===== src/rtl/btb_ftq_pkg.sv =====
// Shared definitions for the fetch target queue: address width, branch types
// and the 75-bit queue entry layout.
package btb_ftq_pkg;

   localparam int INST_ADDR_W = 32;
   typedef logic [INST_ADDR_W-1:0] inst_addr_t;

   typedef enum logic [2:0] {
      TYPE_NONE     = 3'd0,
      TYPE_BRANCH   = 3'd1,
      TYPE_JUMP     = 3'd2,
      TYPE_CALL     = 3'd3,
      TYPE_RET      = 3'd4,
      TYPE_INDIRECT = 3'd5
   } br_type_e;

   // Entry layout, MSB to LSB: {FetchPc, NextPc, Offset, Mode, Type, HitBanN}
   localparam int ENT_W     = 75;
   localparam int HIT_LSB   = 0;
   localparam int TYPE_LSB  = 2;
   localparam int MODE_LSB  = 5;
   localparam int OFF_LSB   = 6;
   localparam int NPC_LSB   = 11;
   localparam int PC_LSB    = 43;

   typedef struct packed {
      inst_addr_t  pc;
      inst_addr_t  npc;
      logic [4:0]  off;
      logic        mode;
      logic [2:0]  typ;
      logic [1:0]  hit;
   } ftq_entry_t;

   function automatic inst_addr_t block_align(input inst_addr_t pc);
      return {pc[INST_ADDR_W-1:5], 5'd0};
   endfunction

endpackage


===== src/rtl/btb_ftq_ram.sv =====
// Entry storage for the fetch target queue: synchronous write, asynchronous read.
module btb_ftq_ram
   import btb_ftq_pkg::*;
#(
   parameter int DEPTH = 8,
   parameter int AW    = $clog2(DEPTH)
) (
   input  logic             clk,
   input  logic             we,
   input  logic [AW-1:0]    waddr,
   input  logic [ENT_W-1:0] wdata,
   input  logic [AW-1:0]    raddr,
   output logic [ENT_W-1:0] rdata
);

   logic [ENT_W-1:0] mem_q [DEPTH];

   // Contents are deliberately left unreset; validity is tracked by the pointers.
   always_ff @(posedge clk) begin
      if (we) begin
         mem_q[waddr] <= wdata;
      end
   end

   assign rdata = mem_q[raddr];

endmodule


===== src/rtl/btb_ftq.sv =====
// Fetch target queue behind the BTB: buffers prediction packets with their
// fetch-block PC and hands them to instruction fetch in order.
module btb_ftq
   import btb_ftq_pkg::*;
#(
   parameter int FTQ_DEPTH = 8,
   parameter int IDX_W     = $clog2(FTQ_DEPTH)
) (
   input  logic             Clk,
   input  logic             Rest,
   input  logic             InstPcAble,
   input  logic [31:0]      InstPc,
   input  logic             FtqFlash,
   input  logic             InstNextAble,
   input  logic [1:0]       InstHitBanN,
   input  logic [31:0]      InstNextPc,
   input  logic [4:0]       InstNextOffset,
   input  logic             InstNextMode,
   input  logic [2:0]       InstNextType,
   output logic             BtbStop,
   output logic             FetchValid,
   input  logic             FetchReady,
   output logic [31:0]      FetchPc,
   output logic [31:0]      FetchNextPc,
   output logic [4:0]       FetchOffset,
   output logic             FetchMode,
   output logic [2:0]       FetchType,
   output logic [1:0]       FetchHitBanN,
   output logic [IDX_W-1:0] FetchIdx
);

   localparam logic [IDX_W:0] DEPTH_C  = (IDX_W+1)'(FTQ_DEPTH);
   localparam logic [IDX_W:0] STOP_LVL = (IDX_W+1)'(FTQ_DEPTH - 1);

   logic [IDX_W-1:0] head_q, head_d;
   logic [IDX_W-1:0] tail_q, tail_d;
   logic [IDX_W:0]   count_q, count_d;
   logic             stop_q, stop_d;
   inst_addr_t       pc_q, pc_d;
   logic             pc_able_q, pc_able_d;
   logic             enq, deq;
   ftq_entry_t       wr_ent, rd_ent;
   logic [ENT_W-1:0] rd_raw;

   // Stall one slot early so the packet already inside the BTB always fits.
   assign BtbStop    = (count_q >= STOP_LVL);
   assign FetchValid = (count_q != '0);

   always_comb begin
      pc_d      = pc_q;
      pc_able_d = pc_able_q;
      stop_d    = BtbStop;
      head_d    = head_q;
      tail_d    = tail_q;
      count_d   = count_q;
      enq       = InstNextAble & ~stop_q & ~FtqFlash;
      deq       = FetchValid & FetchReady & ~FtqFlash;

      if (!BtbStop) begin
         pc_d      = InstPc;
         pc_able_d = InstPcAble;
      end

      if (enq) begin
         tail_d = tail_q + 1'b1;
      end
      if (deq) begin
         head_d = head_q + 1'b1;
      end
      case ({enq, deq})
         2'b10:   count_d = count_q + 1'b1;
         2'b01:   count_d = count_q - 1'b1;
         default: count_d = count_q;
      endcase

      if (FtqFlash) begin
         pc_able_d = 1'b0;
         head_d    = '0;
         tail_d    = '0;
         count_d   = '0;
      end
   end

   always_comb begin
      wr_ent      = '0;
      wr_ent.pc   = block_align(pc_q);
      wr_ent.npc  = InstNextPc;
      wr_ent.off  = InstNextOffset;
      wr_ent.mode = InstNextMode;
      wr_ent.typ  = InstNextType;
      wr_ent.hit  = InstHitBanN;
   end

   always_ff @(posedge Clk or negedge Rest) begin
      if (!Rest) begin
         head_q    <= '0;
         tail_q    <= '0;
         count_q   <= '0;
         stop_q    <= 1'b0;
         pc_q      <= '0;
         pc_able_q <= 1'b0;
      end else begin
         head_q    <= head_d;
         tail_q    <= tail_d;
         count_q   <= count_d;
         stop_q    <= stop_d;
         pc_q      <= pc_d;
         pc_able_q <= pc_able_d;
      end
   end

   btb_ftq_ram #(
      .DEPTH (FTQ_DEPTH),
      .AW    (IDX_W)
   ) u_ftq_ram (
      .clk   (Clk),
      .we    (enq),
      .waddr (tail_q),
      .wdata (wr_ent),
      .raddr (head_q),
      .rdata (rd_raw)
   );

   assign rd_ent       = rd_raw;
   assign FetchPc      = rd_ent.pc;
   assign FetchNextPc  = rd_ent.npc;
   assign FetchOffset  = rd_ent.off;
   assign FetchMode    = rd_ent.mode;
   assign FetchType    = rd_ent.typ;
   assign FetchHitBanN = rd_ent.hit;
   assign FetchIdx     = head_q;

   // The aligned request-valid is kept for the BTB update path, not consumed here.
   logic unused_pc_able;
   assign unused_pc_able = pc_able_q;

   a_count_bound: assert property (@(posedge Clk) disable iff (!Rest) count_q <= DEPTH_C);

endmodule


===== config.mk =====
export PLATFORM = sky130hd
export DESIGN_NAME = btb_ftq
export DESIGN_NICKNAME = d
export VERILOG_FILES = /design/src/rtl/btb_ftq_pkg.sv /design/src/rtl/btb_ftq_ram.sv /design/src/rtl/btb_ftq.sv
export SDC_FILE = /design/constraint.sdc
export NUM_CORES = 1
export LEC_CHECK = 0
export BUFFER_PORTS_ARGS = -buffer_cell sky130_fd_sc_hd__buf_2
export CELL_PAD_IN_SITES_DETAIL_PLACEMENT = 0
export CELL_PAD_IN_SITES_GLOBAL_PLACEMENT = 2
export CORE_MARGIN = 10
export CORE_UTILIZATION = 52
export CTS_BUF_LIST = sky130_fd_sc_hd__clkbuf_16
export DETAILED_ROUTE_END_ITERATION = 10
export PLACE_DENSITY = 0.94
export SLEW_MARGIN = 10
export SYNTH_ARGS = -nofsm -noshare
export SYNTH_HDL_FRONTEND = slang
export SYNTH_SLANG_ARGS = --single-unit

===== constraint.sdc =====
create_clock -name Clk -period 14.94 [get_ports Clk]
set_input_delay 0.747 -clock Clk [delete_from_list [all_inputs] [get_ports Clk]]
set_output_delay 0.747 -clock Clk [all_outputs]
set_load 0.005 [all_outputs]

==> impl_metrics.yaml <==
routing:
  avgRoutedWirePerCell_um: 24.68
  drt_pass1_iterations: 5
  vias: 9971
  finalWirelength_um: 43380
  final_antenna_net_count: 0
  via_per_inst: 5.672
  drtIter0Drc: 675
  drcViolationCount: 0
die:
  io_pins: 161
  fp.dieArea_mm2: 0.05249
  die-width_um: 229.1
  core_area_mm2: 0.04317
  start_util_pct: 52.66
  fp.dieH_um: 229.1
  rows: 76
hold_path:
  holdCritPathClass: "in -> async"
critical_path:
  rrSetupSlack_ps: 11630
  crit_path_end_kind: "primary output"
  r2r-end: "u_ftq_ram.mem_q[2][34]$_DFFE_PP_"
  crit_required_ps: 14190
  crit_end: "FetchNextPc[23]"
  critPathLaunch: "FetchIdx[0]$_DFFE_PN0P_"
  criticalPathCategory: "reg -> out"
  crit_fanout: 53
  worst_ep_arrival_time_ps: 3760
  start_kind: "register"
  r2r_cells: 4
  timing.rr.start: "stop_q$_DFF_PN0_"
logic_synthesis:
  synth-seq-cells: 598
  synth_cell_types: 36
  syn-mean-instance-area_um2: 24.06
  yosys_warnings: 0
  synth.cell_area_mm2: 0.02274
  syn_inst: 945
  ys_seq_area_share_pct: 78.15
layout:
  multi_input_area_mm2: 0.004751
  stdcell_area_mm2: 0.02582
  layout.nets: 1215
  regArea_mm2: 0.01778
  drive_above_1_share_pct: 40.44
  num-fill-cells: 3074
  area_growth_syn_to_layout_pct: 13.55
placement:
  port_buffers: 149
  dpl_cell_area_mm2: 0.02418
  dp_hpwl_um: 22780
  place_ws_ps: 10930
  place_congestion: 0.7094
timing:
  whs_ps: 268.3
  finalClockSkew_ps: 16.63
  rsz0062_at_grt: "false"
  worst_pin_slew_ps: 1081
  fin_setup_tns_ps: 0
  slew_viol_final: 0
  period_needed_ps: 4504
  hold_violations: 0
  fin_ws_ps: 10440
  slew_headroom_pct: 27.76
  setup_violations: 0
  fmax_mhz: 222.0
  fin_crit_sh_pct: 30.15
clock_tree:
  clk_path_buf_depth: 3
  cts_root_buffer: "clkbuf_16"
  cts_sinks: 598
  clk_pin_slew_worst_paths_ps: 60
  cts_hold_buffers: 0
  h-tree-depth: 2
  cts_resized: 0
  cts_buffers: 56
  post_cts_buffers: 0
  cts_tree: "built"
  clock_latency_ps: 590
global_routing:
  grt_usage_pct: 16.47
  grt_pass1_vias: 10608
  grt_pass1_wl_um: 65430
  antenna_found_initial: 1
  grt-ovfl-total: 0
  grt_max_degree: 65
power:
  power_mw: 4.158
  vdd_drop_max_mv: 0.1404
  p_leak_nw: 8.380
  p_per_area_mw_per_mm2: 161.1
status:
  outcome: "finished clean"
run:
  max-cap-violations: 0
==> cells by family after synthesis <==
| group | after synthesis | share of synthesized area, % |
|---|---|---|
| fa+ha+maj | 5 | 0.3082 |
| compound gates | 11 | 0.4788 |
| buf+inv | 50 | 1.304 |
| mux | 238 | 18.72 |
| xor+xnor | 6 | 0.3137 |
| other cells | 1 | 0.01649 |
| flops | 598 | 78.15 |
| simple gates | 36 | 0.7155 |
==> power breakdown <==
group | internal (mW) | switching [mW] | total [mW] | leakage (nW)
clock | 0.702 | 0.566 | 1.27 | 0.867
combinational | 0.467 | 0.356 | 0.822 | 2.00
sequential | 1.96 | 0.112 | 2.07 | 5.51
total | 3.12 | 1.03 | 4.16 | 8.38
==> final cells by class <==
class / instances / share of cell area [%]
flip-flops and latches: 598 / 68.87
multi-input cells: 301 / 18.40
clock buffers: 57 / 5.525
repair buffers: 171 / 3.528
well taps: 585 / 2.835
clock inverters: 44 / 0.8191
inverters: 1 / 0.01454
diodes: 1 / 0.009693
==> worst max-delay path, cell delays in order, from the launching register on <==
cell	delay, ps
dfrtp_4	1100
buf_4	920
mux4_2	620
mux2_2	300
buf_2	140
==> stage by stage <==
stage | util [%] | instances
2_1_floorplan | - | 949
3_3_place_gp | 56.00 | 1656
3_5_place_dp | 56.00 | 1656
4_1_cts | 59.79 | 1757
5_1_grt | 59.79 | 1757
6_report | 59.80 | 1758
==> cell usage in the layout, fill, tap and decap left out, types with 2 or more instances in the layout <==
cell type    n
a21oi_1      3
buf_2      149
buf_4       22
clkbuf_16   57
clkinv_1    16
clkinv_2     9
conb_1       5
dfrtp_1     35
dfrtp_4      3
edfxtp_1   560
ha_1         4
inv_1       17
mux2_1      19
mux2_2      78
mux4_2     140
nand2_1      8
nand2b_1     3
nor2_1       8
nor2_4       6
nor3_1       4
nor3_2       2
xnor2_1      3
xor2_1       2
==> sequential cells by signal, indices dropped and copies added (netlist names) <==
name             count
pc_q                27
FetchIdx             3
stop_q               1
tail_q               3
u_ftq_ram.mem_q    560
count_q              4
==> Yosys cell counts, drive strengths merged <==
cell | n | share of area (%)
clkbuf | 20 | 0.33
a31oi | 1 | 0.055
nand2 | 8 | 0.13
mux2i | 1 | 0.044
xnor2 | 4 | 0.24
conb | 1 | 0.016
a2111oi | 1 | 0.039
and2 | 1 | 0.028
or3 | 1 | 0.028
ha | 4 | 0.22
or4 | 1 | 0.033
dfrtp | 38 | 4.2
nor3 | 6 | 0.13
mux4 | 140 | 14
o41ai | 1 | 0.072
nor2b | 1 | 0.028
mux2 | 97 | 4.8
inv | 1 | 0.016
nand3 | 1 | 0.022
a211oi | 2 | 0.088
edfxtp | 560 | 74
buf | 29 | 0.96
a21oi | 3 | 0.066
o41a | 1 | 0.094
nand2b | 3 | 0.083
a21o | 1 | 0.033
fa | 1 | 0.088
xor2 | 2 | 0.077
nor2 | 14 | 0.23
o21a | 1 | 0.033
==> metal layers <==
| metal | GRT usage [%] | wire length, um | vias up |
|---|---|---|---|
| li1 | - | - | 4338 |
| met1 | 22.39 | 18810 | 5331 |
| met2 | 26.78 | 21510 | 245 |
| met3 | 3.758 | 2400 | 57 |
| met4 | 3.931 | 664 | 0 |
| met5 | 0 | 0 | - |
==> worst min-delay path by stage <==
| stage | cells past startpoint | endpoint | slack [ps] | start |
|---|---|---|---|---|
| after global routing | 2 | pc_q[6]$_DFFE_PN0N_ | 290 | Rest |
| final | 2 | pc_q[10]$_DFFE_PN0N_ | 270 | Rest |
| after global placement | 0 | u_ftq_ram.mem_q[1][43]$_DFFE_PP_ | 570 | pc_q[5]$_DFFE_PN0N_ |
| after floorplan | 0 | FetchIdx[0]$_DFFE_PN0P_ | 450 | Rest |
| after CTS | 2 | count_q[3]$_DFFE_PN0P_ | 260 | Rest |
| after detailed placement | 0 | u_ftq_ram.mem_q[6][54]$_DFFE_PP_ | 600 | pc_q[16]$_DFFE_PN0N_ |
No activity file was read; power rests on OpenSTA's default activity.
